`src/rtl/calc_pkg.sv`:
```
// calc_pkg: shared definitions for the N-digit decimal keypad calculator.
// Contents: keypad command codes, status codes, the controller state enum
// and a power-of-ten helper used to size the digit and overflow limits.
package calc_pkg;

    // Keypad command codes; 4'd0..4'd9 are digits.
    localparam logic [3:0] CMD_ADD  = 4'b1010;
    localparam logic [3:0] CMD_SUB  = 4'b1011;
    localparam logic [3:0] CMD_MUL  = 4'b1100;
    localparam logic [3:0] CMD_DIV  = 4'b1101;
    localparam logic [3:0] CMD_EQ   = 4'b1110;
    localparam logic [3:0] CMD_BKSP = 4'b1111;

    // Status codes.
    localparam logic [1:0] ST_ERR   = 2'b00;
    localparam logic [1:0] ST_BUSY  = 2'b01;
    localparam logic [1:0] ST_READY = 2'b10;

    typedef enum logic [2:0] {
        ENTER_A = 3'd0,
        ENTER_B = 3'd1,
        CALC    = 3'd2,
        SHOW    = 3'd3,
        HOLD    = 3'd4,
        ERRO    = 3'd5
    } state_t;

    // 10**n, evaluated at elaboration time for the limit constants.
    function automatic longint unsigned pow10(input int n);
        longint unsigned r;
        r = 1;
        for (int i = 0; i < n; i++) begin
            r = r * 10;
        end
        return r;
    endfunction

endpackage

```
`src/rtl/calc_digit_scan.sv`:
```
// calc_digit_scan: serialises a binary value as NDIG BCD digits, LSD first.
// Ports: load/value start a scan; data/pos/disp_valid carry one digit per
// cycle starting the cycle after load; done is high during the last digit.
module calc_digit_scan #(
    parameter int NDIG  = 8,
    parameter int WIDTH = 30
) (
    input  logic                    clock,
    input  logic                    reset,
    input  logic                    load,
    input  logic [WIDTH-1:0]        value,
    output logic [3:0]              data,
    output logic [$clog2(NDIG)-1:0] pos,
    output logic                    disp_valid,
    output logic                    done
);

    localparam int              PW   = $clog2(NDIG);
    localparam logic [WIDTH-1:0] TEN  = WIDTH'(10);
    localparam logic [PW-1:0]    LAST = PW'(NDIG - 1);

    // Remaining value still to be emitted (already divided by 10 per digit).
    logic [WIDTH-1:0] rest;

    always_ff @(posedge clock or posedge reset) begin
        if (reset) begin
            rest       <= '0;
            data       <= '0;
            pos        <= '0;
            disp_valid <= 1'b0;
        end else if (load) begin
            data       <= 4'(value % TEN);
            rest       <= value / TEN;
            pos        <= '0;
            disp_valid <= 1'b1;
        end else if (disp_valid) begin
            if (pos == LAST) begin
                disp_valid <= 1'b0;
            end else begin
                data <= 4'(rest % TEN);
                rest <= rest / TEN;
                pos  <= pos + PW'(1);
            end
        end
    end

    assign done = disp_valid && (pos == LAST);

endmodule

```
`src/rtl/calc_ndig.sv`:
```
// calc_ndig: NDIG-digit decimal keypad calculator with result chaining.
// Ports: cmd/cmd_valid keypad input (taken while status=ready); status,
// EA debug state; data/pos/disp_valid serial digit scan after every command.
// Build option: define CALC_DIV_EN to include the divide datapath; without
// it the divide key is an invalid operator and forces the error state.
module calc_ndig
    import calc_pkg::*;
#(
    parameter int NDIG  = 8,
    parameter int WIDTH = 30
) (
    input  logic                    clock,
    input  logic                    reset,
    input  logic [3:0]              cmd,
    input  logic                    cmd_valid,
    output logic [1:0]              status,
    output logic [3:0]              data,
    output logic [$clog2(NDIG)-1:0] pos,
    output logic                    disp_valid,
    output logic [2:0]              EA
);

    localparam logic [WIDTH-1:0] TEN  = WIDTH'(10);
    localparam logic [WIDTH-1:0] ONE  = WIDTH'(1);
    // Largest displayable value and the threshold at which entry is full.
    localparam logic [WIDTH-1:0] MAXV = WIDTH'(pow10(NDIG) - 1);
    localparam logic [WIDTH-1:0] LIMV = WIDTH'(pow10(NDIG - 1));

    state_t           state, state_nxt;
    state_t           ret, ret_nxt;          // where SHOW returns to
    logic [WIDTH-1:0] cur, cur_nxt;          // operand being typed
    logic [WIDTH-1:0] a_reg, a_nxt;
    logic [WIDTH-1:0] b_reg, b_nxt;          // B, or the addend during mul
    logic [WIDTH-1:0] acc, acc_nxt;          // result / mul sum / div remainder
    logic [WIDTH-1:0] cnt, cnt_nxt;          // mul countdown / div quotient
    logic [WIDTH-1:0] shown, shown_nxt;      // value the next scan displays
    logic [3:0]       op, op_nxt;

    logic             accept;
    logic             is_digit;
    logic             is_op;
    logic             op_ok;
    logic             go_show;
    logic             go_err;
    logic [WIDTH-1:0] show_val;
    state_t           show_ret;
    logic [WIDTH:0]   sum;
    logic [WIDTH-1:0] cmd_w;
    logic             scan_load;
    logic             scan_done;

    assign cmd_w    = {{(WIDTH-4){1'b0}}, cmd};
    assign is_digit = (cmd <= 4'd9);
    assign is_op    = (cmd == CMD_ADD) || (cmd == CMD_SUB) ||
                      (cmd == CMD_MUL) || (cmd == CMD_DIV);
`ifdef CALC_DIV_EN
    assign op_ok    = is_op;
`else
    assign op_ok    = is_op && (cmd != CMD_DIV);
`endif
    assign accept   = cmd_valid && (status == ST_READY);
    assign EA       = state;

    always_comb begin
        status = ST_BUSY;
        case (state)
            ENTER_A, ENTER_B, HOLD: status = ST_READY;
            ERRO:                   status = ST_ERR;
            default:                status = ST_BUSY;
        endcase
    end

    // The first SHOW cycle has no digit on the bus yet, which is when the
    // scanner is loaded; this gives the one idle busy cycle before digit 0.
    assign scan_load = (state == SHOW) && !disp_valid;

    always_comb begin
        state_nxt = state;
        ret_nxt   = ret;
        cur_nxt   = cur;
        a_nxt     = a_reg;
        b_nxt     = b_reg;
        acc_nxt   = acc;
        cnt_nxt   = cnt;
        op_nxt    = op;
        shown_nxt = shown;
        go_show   = 1'b0;
        go_err    = 1'b0;
        show_val  = cur;
        show_ret  = state;
        sum       = '0;

        case (state)
            ENTER_A, ENTER_B: begin
                if (accept) begin
                    if (is_digit) begin
                        // A full entry swallows further digits unchanged.
                        if (cur < LIMV) cur_nxt = cur * TEN + cmd_w;
                        show_val = cur_nxt;
                        go_show  = 1'b1;
                    end else if (cmd == CMD_BKSP) begin
                        cur_nxt  = cur / TEN;
                        show_val = cur_nxt;
                        go_show  = 1'b1;
                    end else if (cmd == CMD_EQ) begin
                        if (state == ENTER_A) begin
                            go_show = 1'b1;
                        end else begin
                            b_nxt     = cur;
                            acc_nxt   = '0;
                            cnt_nxt   = '0;
                            state_nxt = CALC;
                            if (op == CMD_MUL) begin
                                // Loop over the smaller operand.
                                cnt_nxt = (a_reg < cur) ? a_reg : cur;
                                b_nxt   = (a_reg < cur) ? cur : a_reg;
                            end else if (op == CMD_DIV) begin
                                acc_nxt = a_reg;
                            end
                        end
                    end else if (!op_ok) begin
                        go_err = 1'b1;
                    end else if (state == ENTER_A) begin
                        a_nxt    = cur;
                        cur_nxt  = '0;
                        op_nxt   = cmd;
                        show_val = '0;
                        show_ret = ENTER_B;
                        go_show  = 1'b1;
                    end else if (cur == '0) begin
                        // B not started yet: the operator is just replaced.
                        op_nxt   = cmd;
                        show_val = '0;
                        go_show  = 1'b1;
                    end else begin
                        go_err = 1'b1;
                    end
                end
            end

            CALC: begin
                show_ret = HOLD;
                case (op)
                    CMD_ADD: begin
                        sum = {1'b0, a_reg} + {1'b0, b_reg};
                        if (sum > {1'b0, MAXV}) begin
                            go_err = 1'b1;
                        end else begin
                            acc_nxt  = sum[WIDTH-1:0];
                            show_val = sum[WIDTH-1:0];
                            go_show  = 1'b1;
                        end
                    end
                    CMD_SUB: begin
                        if (a_reg < b_reg) begin
                            go_err = 1'b1;
                        end else begin
                            acc_nxt  = a_reg - b_reg;
                            show_val = a_reg - b_reg;
                            go_show  = 1'b1;
                        end
                    end
                    CMD_MUL: begin
                        if (cnt == '0) begin
                            show_val = acc;
                            go_show  = 1'b1;
                        end else begin
                            sum = {1'b0, acc} + {1'b0, b_reg};
                            if (sum > {1'b0, MAXV}) begin
                                go_err = 1'b1;
                            end else begin
                                acc_nxt = sum[WIDTH-1:0];
                                cnt_nxt = cnt - ONE;
                            end
                        end
                    end
`ifdef CALC_DIV_EN
                    CMD_DIV: begin
                        if (b_reg == '0) begin
                            go_err = 1'b1;
                        end else if (acc >= b_reg) begin
                            acc_nxt = acc - b_reg;
                            cnt_nxt = cnt + ONE;
                        end else begin
                            acc_nxt  = cnt;
                            show_val = cnt;
                            go_show  = 1'b1;
                        end
                    end
`endif
                    default: go_err = 1'b1;
                endcase
            end

            SHOW: begin
                if (scan_done) state_nxt = ret;
            end

            HOLD: begin
                if (accept) begin
                    if (is_digit) begin
                        cur_nxt  = cmd_w;
                        a_nxt    = '0;
                        show_val = cmd_w;
                        show_ret = ENTER_A;
                        go_show  = 1'b1;
                    end else if (is_op) begin
                        if (!op_ok) begin
                            go_err = 1'b1;
                        end else begin
                            // Chain: the held result becomes operand A.
                            a_nxt    = acc;
                            op_nxt   = cmd;
                            cur_nxt  = '0;
                            show_val = '0;
                            show_ret = ENTER_B;
                            go_show  = 1'b1;
                        end
                    end else begin
                        show_val = acc;
                        go_show  = 1'b1;
                    end
                end
            end

            ERRO:    state_nxt = ERRO;
            default: state_nxt = ERRO;
        endcase

        if (go_err) begin
            state_nxt = ERRO;
        end else if (go_show) begin
            state_nxt = SHOW;
            shown_nxt = show_val;
            ret_nxt   = show_ret;
        end
    end

    always_ff @(posedge clock or posedge reset) begin
        if (reset) begin
            state <= ENTER_A;
            ret   <= ENTER_A;
            cur   <= '0;
            a_reg <= '0;
            b_reg <= '0;
            acc   <= '0;
            cnt   <= '0;
            shown <= '0;
            op    <= CMD_ADD;
        end else begin
            state <= state_nxt;
            ret   <= ret_nxt;
            cur   <= cur_nxt;
            a_reg <= a_nxt;
            b_reg <= b_nxt;
            acc   <= acc_nxt;
            cnt   <= cnt_nxt;
            shown <= shown_nxt;
            op    <= op_nxt;
        end
    end

    calc_digit_scan #(
        .NDIG  (NDIG),
        .WIDTH (WIDTH)
    ) u_scan (
        .clock      (clock),
        .reset      (reset),
        .load       (scan_load),
        .value      (shown),
        .data       (data),
        .pos        (pos),
        .disp_valid (disp_valid),
        .done       (scan_done)
    );

endmodule

```
`config.mk`:
```
export PLATFORM = sky130hd
export DESIGN_NAME = calc_ndig
export DESIGN_NICKNAME = d
export VERILOG_FILES = /design/src/rtl/calc_pkg.sv /design/src/rtl/calc_digit_scan.sv /design/src/rtl/calc_ndig.sv
export SDC_FILE = /design/constraint.sdc
export NUM_CORES = 1
export LEC_CHECK = 0
export ABC_CLOCK_PERIOD_IN_PS = 24800
export BUFFER_PORTS_ARGS = -buffer_cell sky130_fd_sc_hd__buf_2
export CELL_PAD_IN_SITES_DETAIL_PLACEMENT = 1
export CELL_PAD_IN_SITES_GLOBAL_PLACEMENT = 2
export CORE_UTILIZATION = 43
export CTS_BUF_LIST = sky130_fd_sc_hd__clkbuf_4 sky130_fd_sc_hd__clkbuf_8
export CTS_CLUSTER_SIZE = 24
export DETAILED_ROUTE_END_ITERATION = 7
export PLACE_DENSITY_LB_ADDON = 0.1
export SLEW_MARGIN = 20
export SYNTH_ARGS = -nofsm -noshare
export SYNTH_HDL_FRONTEND = slang
export SYNTH_HIERARCHICAL = 1
export SYNTH_SLANG_ARGS = --single-unit
export TNS_END_PERCENT = 100
```
`constraint.sdc`:
```
create_clock -name clock -period 24.8 [get_ports clock]
set_clock_uncertainty 0.15 [all_clocks]
set_input_delay 0 -clock clock [delete_from_list [all_inputs] [get_ports clock]]
set_output_delay 0 -clock clock [all_outputs]
set_load 0.005 [all_outputs]
```
Word level (Yosys, flattened, before mapping)
Cells that the tools add are included.

Flip-flop bits (word level): 228. Input bits: 7. Output and inout bits: 13. Word-level logic and storage cells: 256.

Add/sub/neg operators: 6. $mul: 1. Divide/modulo/power cells: 5. Order comparisons: 6. Eq/ne operators: 52. Muxes and demuxes: 143. Bitwise operators: 4. Reduce and logical (&&, ||, !) cells: 26.

Operator list (count): 30-bit two-way mux (60); 30-bit one-hot mux with 3 select lines (3); 30-bit one-hot mux with 2 select lines (4); 30-bit by 4-bit divider with 30-bit output, second input constant (3); 3-bit two-way mux (21); 30-bit by 30-bit adder with 31-bit output (2); 31-bit by 27-bit greater-than comparator with 1-bit output, second input constant (2); 30-bit zero test (2); 30-bit < comparator (2); 30-bit by 4-bit modulo with 30-bit output, second input constant (2); 4-bit two-way mux (14); 4-bit equality test, second input constant (10); 4-bit != test, second input constant (10); 1-bit two-way mux (33); 2-bit != test, second input constant (16); 30-bit by 4-bit adder with 30-bit output (1); 30-bit by 24-bit < comparator with 1-bit output, second input constant (1); 30-bit by 3-bit multiplier with 29-bit output, second input constant (1); 30-bit by 1-bit subtractor with 30-bit output, second input constant (1); 30-bit subtractor (1); 11-bit AND reduction (2); 3-bit != test, second input constant (7); 3-bit one-hot mux with 3 select lines (2); 7-bit AND reduction (2); other kinds (23) (41).

Longest topological paths before layout
Depth after elaboration: 13. Mapped depth: 48. Depth with buffers taken out: 38.

Modules after synthesis
Netlist, hierarchy kept.

Modules (own cells, without submodules): calc_ndig (instances 1, cells each 3134, area an instance 23377.4 um2, seq. area each 4757.1 um2); calc_digit_scan (instances 1, cells each 840, area an instance 6333.6 um2, seq. area each 875.8 um2).

Worst setup path after synthesis
OpenSTA, ideal clock, no wires.

Kind: register to register. Start: register state[1] (netlist: EA[1]). End: register u_scan.data[2]. Library setup time: 0.073 ns. Arrival time: 10.029 ns. Data required time: 24.577 ns. Setup slack: 14.548 ns. Cell stages (with the launch flop): 42. Buffers on the path: 5. Cell sequence: dfrtp_1 -> clkbuf_1 -> clkinv_1 -> nor4_1 -> buf_6 -> mux2_4 -> mux2i_1 -> o221a_2 -> o31ai_2 -> nand3_1 -> a21o_1 -> a32oi_2 -> mux2_4 -> o221a_4 -> a211o_4 -> a211oi_1 -> a211o_1 -> a21oi_2 -> [... 6 more ...] -> buf_2 -> or2_1 -> buf_4 -> a21oi_4 -> mux2i_1 -> nor2_1 -> o32a_1 -> buf_2 -> nor2_1 -> mux2_2 -> a41oi_1 -> a31oi_1 -> nor2b_1 -> or3_1 -> o311ai_0 -> ha_1 -> mux2_4 -> a21oi_2.

RTL lines: from (decl) (line calc_ndig.sv:29) `state_t state, state_nxt;`; from (signal assigned) (line calc_ndig.sv:251) `state <= state_nxt;`; to (signal assigned) (line calc_digit_scan.sv:32) `data <= 4'(value % TEN);`; to (signal assigned) (line calc_digit_scan.sv:40) `data <= 4'(rest % TEN);`; to (decl) (line calc_digit_scan.sv:12) `output logic [3:0] data,`.

==> metrics <==
Slew @ Worst Pin 1190 ps; sequential area share after synthesis 19.0%; PD cells 26.3 mW/mm^2; synthesized instance count 3974; Routed WL per cell 27.5 um; Syn Nets 4163; initial antenna violation count 2; Die Height 265 um; clock buffer depth 3; Slew Limit Fails 0; total power 825 uW; Commonest cells post-synth 397 x a21oi_1, 385 x nor2_1, 349 x nand2_1, 303 x o21ai_0, 223 x dfrtp_1; RePlAce Congestion 0.944; max-cap violations 0; largest net degree at the start of global routing 124; Top FF cell, synth dfrtp_1; via count 33000; Design Area, Final 0.0314 sq mm; synthesized flop and latch total 225; status completed; CP Max Fanout 28; worst vdd ir 31.9 uV; top cells by area, synth dfrtp_1 19%, ha_1 7.5%, a21oi_1 6.7%, o21ai_0 5.1%, nor2_1 4.9%; kind of start point of the critical path flop; Crit path arrival time 14350 ps; unrepaired setup endpoints after global routing no; Synth cell types 144; core area 0.0685 sq mm; LEAKAGE 12.4 nW; Crit path top cell by count and2_1; first-pass GRT wire length 202 mm; Root Buffer clkbuf_8; die area 0.0702 sq mm; Async S/R FF share, synth 100%; I/O pin cnt 20; Total GRT Usage 36.3%; Reg clk slew, reported paths 60 ps; Post-synth EDFFs 0; CTS sink count 225; syn avg cell area 7.48 sq um; Slew headroom 20.2%; TritonCTS Buffers 47; placed cell count 4655; synthesized cell area 0.0297 sq mm; Final Hold Violating Endpoints 0; Setup TNS 0 ps; Starting Density 43.4%; Final ANT Viol Nets 0; Iter 0 DRT Violations 3155; post-DP HPWL 93.6 mm; CTS resizes 0; min-delay worst type primary input to async pin; Worst-Skew Late Latency 670 ps; Setup CP Type flop to flop; vias in the first global route 33700; max incr delay on CP 850 ps; CTS tree done; Residual DRC 0; area of the multi-input gates 0.0223 sq mm; CP max-delay cell o2bb2ai_1; setup violators final 0; setup slack after layout 10870 ps; layout cells sized above 1 9.87%; layout filler cell count 8482; drt pass-1 iters 5; non-filler cells, final 4745; area leader, netlist dfrtp_1; vias per cell 6.96; Fin Hold WS 16.2 ps; H-tree lvl count 2; die width 265 um; highest clock rate 71.8 MHz; WL final 130 mm; Tmin final 13930 ps; final net count 4018; placed cell area 0.0303 sq mm; most common cell in the netlist a21oi_1; synthesis-to-layout area growth 5.58%; dpl ws 11150 ps; Tcrit/Tclk final 56.2%; top cell type's share of synthesized area 18.8%; nature of the critical path endpoint flop; GR Overflow Total 0; Port Buffers 19; CP required 25220 ps; Row Count 96; FF/Latch Area 0.00563 sq mm; Synth warnings 6; Final Util 45.8%
[critical path: cells and delay by family, from the launching register on]
family,cells,cell delay (ps)
AOI/OAI and AO/OA,19,6260
and+or+nand+nor,11,4780
buffers and inverters,2,580
DFF,1,680
muxes,4,980
adders and majority gates,1,370
[final cells by class]
| class | instances | area share [%] |
|---|---|---|
| Inverter | 169 | 2.05 |
| Clock inverter | 11 | 0.315 |
| Antenna cell | 1 | 0.00798 |
| Sequential cell | 225 | 18.0 |
| Timing Repair Buffer | 101 | 2.32 |
| Multi-Input combinational cell | 3285 | 71.1 |
| Clock buffer | 71 | 2.78 |
| Tap cell | 882 | 3.52 |
[kinds of logic (layout without fill, tap and decap cells)]
| family | after synthesis | count (layout) | synth area share (%) |
|---|---|---|---|
| AO/OA/AOI/OAI | 1543 | 1543 | 36.6 |
| XOR/XNOR | 124 | 124 | 3.68 |
| adder cells (fa/ha/maj) | 194 | 194 | 8.21 |
| buffers and inverters | 464 | 352 | 6.36 |
| flip-flops | 225 | 225 | 19.0 |
| multiplexers | 170 | 170 | 6.05 |
| other | 0 | 1 | 0 |
| AND/OR/NAND/NOR | 1254 | 1254 | 20.2 |
[final timing paths]
| kind | startpoint | to | slack, ps | cells after the start |
|---|---|---|---|---|
| max reg2reg | EA[0]$_DFFE_PP0P_ | u_scan/data[2]$_DFFE_PP0P_ | 10870 | 37 |
| min reg2reg | u_scan/data[1]$_DFFE_PP0P_ | u_scan/data[1]$_DFFE_PP0P_ | 350 | 2 |
| max in group asynchronous | reset | cnt[15]$_DFFE_PP0P_ | 22870 | 4 |
| min in group clock | cmd[1] | op[2]$_DFFE_PP0P_ | 320 | 3 |
| max | EA[0]$_DFFE_PP0P_ | u_scan/data[2]$_DFFE_PP0P_ | 10870 | 37 |
| min | reset | ret[1]$_DFFE_PP0P_ | 20 | 3 |
[per-layer routing]
metal | wire length, um | up-vias | track usage [%]
li1 | - | 14700 | -
met1 | 56100 | 16600 | 47.6
met2 | 59600 | 1325 | 58.8
met3 | 8820 | 359 | 5.39
met4 | 5980 | 2 | 16.6
met5 | 10 | - | 0
[where the power goes]
group          leakage, nW  total [mW]  switching (mW)  internal (mW)
registers             2.94       0.367               0          0.367
clock network        0.516       0.432           0.197          0.235
logic                 8.89      0.0258          0.0212        0.00462
total                 12.4       0.825           0.218          0.607
[cells in the final DEF, fill, tap and decap left out, drive strengths merged, types with 22 or more instances in the layout]
cell type / count
a22o: 45
a21o: 29
a21boi: 25
ha: 177
buf: 94
o22ai: 45
xnor2: 101
inv: 161
nor3: 99
mux2i: 136
o21ai: 324
o221a: 23
or3: 39
nor4: 32
a221oi: 22
o211ai: 50
nor2: 390
o21bai: 35
xor2: 23
a22oi: 84
o221ai: 45
clkbuf: 71
nand2: 349
and2: 24
nand3: 105
mux2: 31
a211oi: 53
o21a: 37
nand2b: 29
and3: 26
o31ai: 31
nand4: 44
a21oi: 404
dfrtp: 223
a31oi: 42
[timing repair]
item                       in CTS  in global routing
setup endpoints to repair       0                  0
hold endpoints to repair      173                  0
hold buffers                    7                  0
buffers inserted                0                  0
Power figures use the tool's default switching activity.
